**src/rtl/matrix_mem_seq.sv**
```systemverilog
// matrix_mem_seq: sequences row / full-matrix loads and stores onto a single
// 32-bit data-memory port that is otherwise owned by the scalar MEM stage.
// While a matrix op runs, scalar requests are refused and the pipeline stalls.
module matrix_mem_seq (
    input  logic         clk,
    input  logic         rst,
    input  logic         mat_start,
    input  logic [2:0]   mat_op,
    input  logic [31:0]  mat_base,
    input  logic [127:0] mat_wdata,
    input  logic         sc_req,
    input  logic         sc_we,
    input  logic [31:0]  sc_addr,
    input  logic [31:0]  sc_wdata,
    output logic         dmem_en,
    output logic         dmem_we,
    output logic [31:0]  dmem_addr,
    output logic [31:0]  dmem_wdata,
    input  logic [31:0]  dmem_rdata,
    output logic         sc_grant,
    output logic         pipe_stall,
    output logic         mat_ready,
    output logic         mat_rvalid,
    output logic [3:0]   mat_ridx,
    output logic [31:0]  mat_rdata,
    output logic         mat_done,
    output logic         mat_err
);

    localparam logic [1:0] S_IDLE  = 2'd0;
    localparam logic [1:0] S_ISSUE = 2'd1;
    localparam logic [1:0] S_FIN   = 2'd2;

    localparam logic [2:0] OP_ROW_LD = 3'b001;
    localparam logic [2:0] OP_ROW_ST = 3'b011;
    localparam logic [2:0] OP_MAT_LD = 3'b100;

    logic [1:0]   state;
    logic [2:0]   op_q;
    logic [31:0]  base_q;
    logic [127:0] wdata_q;
    logic [3:0]   cnt;
    logic         rd_pend;
    logic [3:0]   rd_idx;
    logic         err_q;

    logic         op_legal;
    logic         is_store;
    logic         last_beat;

    assign op_legal  = (mat_op == OP_ROW_LD) || (mat_op == OP_ROW_ST) || (mat_op == OP_MAT_LD);
    assign is_store  = (op_q == OP_ROW_ST);
    // Full-matrix load runs 16 beats, row ops run 4.
    assign last_beat = (op_q == OP_MAT_LD) ? (cnt == 4'd15) : (cnt == 4'd3);

    // State, latched op context, beat counter and the one-deep read-return tracker.
    always_ff @(posedge clk) begin
        if (rst) begin
            state   <= S_IDLE;
            op_q    <= '0;
            base_q  <= '0;
            wdata_q <= '0;
            cnt     <= '0;
            rd_pend <= 1'b0;
            rd_idx  <= '0;
            err_q   <= 1'b0;
        end else begin
            // A load beat issued this cycle returns data next cycle.
            rd_pend <= (state == S_ISSUE) && !is_store;
            rd_idx  <= ((state == S_ISSUE) && !is_store) ? cnt : 4'd0;
            err_q   <= (state == S_IDLE) && mat_start && !op_legal;
            case (state)
                S_IDLE: begin
                    if (mat_start && op_legal) begin
                        op_q    <= mat_op;
                        base_q  <= {mat_base[31:2], 2'b00};
                        wdata_q <= mat_wdata;
                        cnt     <= '0;
                        state   <= S_ISSUE;
                    end
                end
                S_ISSUE: begin
                    cnt <= cnt + 4'd1;
                    if (last_beat) state <= S_FIN;
                end
                default: state <= S_IDLE;
            endcase
        end
    end

    // Port mux: scalar side owns the port in IDLE, sequencer owns it otherwise.
    always_comb begin
        dmem_en    = 1'b0;
        dmem_we    = 1'b0;
        dmem_addr  = sc_addr;
        dmem_wdata = sc_wdata;
        sc_grant   = 1'b0;
        pipe_stall = 1'b0;
        mat_ready  = 1'b0;
        mat_done   = 1'b0;
        case (state)
            S_IDLE: begin
                mat_ready = 1'b1;
                dmem_en   = sc_req;
                dmem_we   = sc_req & sc_we;
                sc_grant  = sc_req;
            end
            S_ISSUE: begin
                pipe_stall = sc_req;
                dmem_en    = 1'b1;
                dmem_we    = is_store;
                dmem_addr  = base_q + {26'd0, cnt, 2'b00};
                dmem_wdata = wdata_q[{cnt[1:0], 5'd0} +: 32];
            end
            default: begin
                pipe_stall = sc_req;
                mat_done   = 1'b1;
            end
        endcase
    end

    assign mat_rvalid = rd_pend;
    assign mat_ridx   = rd_idx;
    assign mat_rdata  = rd_pend ? dmem_rdata : 32'd0;
    assign mat_err    = err_q;

endmodule

```
**config.mk**
```make
export PLATFORM = sky130hd
export DESIGN_NAME = matrix_mem_seq
export DESIGN_NICKNAME = d
export VERILOG_FILES = /design/src/rtl/matrix_mem_seq.sv
export SDC_FILE = /design/constraint.sdc
export NUM_CORES = 1
export LEC_CHECK = 0
export ABC_AREA = 1
export CAP_MARGIN = 20
export CORE_UTILIZATION = 44
export DETAILED_ROUTE_END_ITERATION = 10
export DONT_BUFFER_PORTS = 1
export PLACE_DENSITY = 0.65
export SYNTH_ARGS = -nofsm -noshare
export SYNTH_HDL_FRONTEND = slang
export SYNTH_SLANG_ARGS = --single-unit
```
**constraint.sdc**
```tcl
create_clock -name clk -period 2.3 [get_ports clk]
set_clock_uncertainty 0.2 [all_clocks]
set_input_delay 0.23 -clock clk [delete_from_list [all_inputs] [get_ports clk]]
set_output_delay 0.23 -clock clk [all_outputs]
set_load 0.03 [all_outputs]
```
==> impl_metrics.py <==
metrics = {
    "placed_design": {
        "dp_cells": 1591,
        "dpl_cell_area_um2": 9450,
        "dpl.hpwl_um": 20200,
        "io_buffers": 0,
        "place_congestion": 0.923,
    },
    "setup_path": {
        "worstSetupStartpointType": "register",
        "critPathMaxFanout": 7,
        "critPathKind": "register to primary output",
        "cp-end-kind": "primary output",
        "cp_data_arrival_time_ns": 2.16,
        "ff2ff_path_depth": 7,
        "worstPathRequired_ns": 1.87,
    },
    "yosys": {
        "synth_top_family_by_area": "compound AO/OA/AOI/OAI gates",
        "synthAdderAreaFrac_pct": 0.928,
        "ys_types": 35,
        "syn_nets": 1608,
        "synthSimpleGateAreaFrac_pct": 21.1,
        "yosysWarnings": 0,
        "synth-xor-area-share_pct": 0.590,
        "synth_cells": 1338,
        "synth.yosys.seq_area_share_pct": 38.9,
        "synthMuxAreaShare_pct": 0,
        "synth_compound_gate_area_share_pct": 25.8,
        "avgSynthCellArea_um2": 6.65,
        "syn_area_um2": 8900,
        "ys_ff_latch": 173,
    },
    "worst_hold_path": {
        "hold_class": "input port to register",
        "hold_depth": 4,
    },
    "final_layout": {
        "post-route-util_pct": 62.4,
        "layout_common_cells": "223 x nor2_1, 164 x dlygate4sd3_1, 161 x dfxtp_1, 157 x a21oi_1, 146 x nand2_1",
        "fillers": 1689,
        "final_nets": 1790,
        "multi_input_area_um2": 4760,
        "syn_to_final_growth_pct": 37.8,
        "final_cell_area_um2": 12300,
        "drive_gt1_share_pct": 14.6,
        "layoutNonFillerInstCount": 1804,
        "layout_commonest_cell": "nor2_1",
        "seqCellArea_um2": 3480,
    },
    "floorplanning": {
        "dieArea_um2": 20800,
        "floorplan.initialDensity_pct": 45.3,
        "pin_count": 372,
        "die_w_um": 144,
        "std_cell_rows": 51,
        "core_um2": 19700,
        "fp.dieH_um": 144,
    },
    "global_routing": {
        "grt_max_degree": 89,
        "antenna_found_initial": 5,
        "grt_use_total_pct": 29.1,
        "grt_pass1_vias": 9182,
        "grt_pass1_wl_um": 46600,
        "grt_overflow": 0,
    },
    "power": {
        "ir_drop_uv": 489,
        "p_leak_uw": 0.00491,
        "power_uw": 8030,
        "power_density_nw_per_um2": 654,
    },
    "timing": {
        "setup_slack_ns": -0.290,
        "setup_violations": 59,
        "relSlewSlack_pct": 58.1,
        "rsz0062_at_grt": "true",
        "report.final.slew_viol_count": 0,
        "fin_crit_sh_pct": 113,
        "post-route-min-period_ns": 2.59,
        "finalHoldViolCount": 0,
        "worst_slew_pin_slew_ns": 0.623,
        "max_freq_mhz": 386,
    },
    "clocking": {
        "cts_made_buffers": 17,
        "cts_buffer_depth": 2,
        "cts_root_buf": "clkbuf_16",
        "h-tree-depth": 4,
        "clkTransAtPathRegs_ns": 0.07,
        "cts_tree": "done",
        "cts.sinks": 173,
        "clk_latency_ns": 0.43,
    },
    "job": {
        "cap_violations": 0,
    },
    "detailed_routing": {
        "wl_per_cell_um": 17.4,
        "drc": 0,
        "drt_iter0_drc": 671,
        "routed_via_density": 5.48,
        "wl_um": 31400,
        "drtPass1Iterations": 6,
        "vias": 9892,
        "antenna_left": 0,
    },
    "outcome": {
        "status": "complete, but fails checks",
        "violations": "negative setup slack",
    },
}
state kept, by name, indices dropped and copies added (netlist names):
signal and cells:
mat_ridx 4, wdata_q 128, cnt 4, mat_err 1, state 2, mat_rvalid 1
base_q 30, op_q 3
critical path, stage by stage (launching register included):
cell	delay [ns]
dfxtp_2	0.37
ha_4	0.15
fa_2	0.20
nand2_2	0.06
nand3_2	0.09
nand2_4	0.10
nor2_8	0.15
nand2_4	0.08
buf_4	0.14
o21ai_2	0.13
nand3_2	0.12
nand2_4	0.13
metal layers:
metal	wire (um)	global-route usage, %	part of all wire, %	vias to the layer above
li1	-	-	-	4743
met4	1560	17.8	5.0	0
met1	11900	33.1	38	4550
met2	15600	49.9	50	503
met5	0	0	0	-
met3	2350	6.42	7.5	96
cell type report:
type	instances	share of cell area, %
timing repair buffer	254	20.4
clock buffer	18	3.58
clock inverter	13	1.24
tap	265	2.70
antenna	7	0.143
multi-input combinational	921	38.8
inverter	153	4.73
sequential	173	28.4
synth_stat cells (all sizes together):
master / instances / area [um2]
clkinv: 1 / 3.75
a31oi: 40 / 250
o311ai: 1 / 8.76
o21ai: 242 / 1230
buf: 55 / 413
nand3b: 1 / 7.51
and2: 1 / 6.26
nand4: 7 / 43.8
clkbuf: 37 / 140
dfxtp: 173 / 3460
o31ai: 1 / 7.51
a21oi: 157 / 786
ha: 5 / 62.6
nor3: 1 / 5.00
nand3: 37 / 185
nor2: 235 / 918
nor4: 1 / 6.26
nand2: 182 / 706
fa: 1 / 20.0
inv: 152 / 571
o211a: 1 / 10.0
xor2: 6 / 52.6
a32o: 1 / 10.0
metrics by stage:
stage / TNS (ns) / setup slack, ns / hold slack [ns]
finish: -8.03 / -0.290 / 0.102
detailed placement: 0 / 0.00898 / 0.106
global route: -14.06 / -0.374 / 0.146
global placement: 0 / 0.00478 / 0.104
floorplan: -0.0517 / -0.0517 / 0.176
CTS: -9.17 / -0.302 / 0.0856
final timing paths:
kind                                               start                  endpoint  slack, ns
worst min register to register  wdata_q[84]$_SDFFE_PP0P_  wdata_q[84]$_SDFFE_PP0P_       0.25
worst max register to register     state[1]$_SDFFE_PP0P_  wdata_q[75]$_SDFFE_PP0P_       0.40
worst max-delay path                 cnt[0]$_SDFFE_PP0P_             dmem_addr[20]      -0.29
worst min-delay path                           mat_op[0]     state[0]$_SDFFE_PP0P_       0.10
logic make-up after synthesis:
family / after synthesis
compound gates: 443
xor+xnor: 6
fa+ha+maj: 6
buf+inv: 245
flops: 173
simple gates: 465
timing repair:
item,4_1_cts,5_1_grt
gates resized for setup,95,33
pin swaps,38,25
setup endpoints to repair,60,60
buffers inserted,5,6
gates cloned,1,0
endpoints found under the hold margin,169,0
hold buffers,164,0
power breakdown:
group          switching [uW]  total [uW]  internal [uW]
combinational            1080        1760            679
clock                    1300        2960           1650
sequential                110        3310           3200
Note: power is estimated with default switching activity, not from simulation.
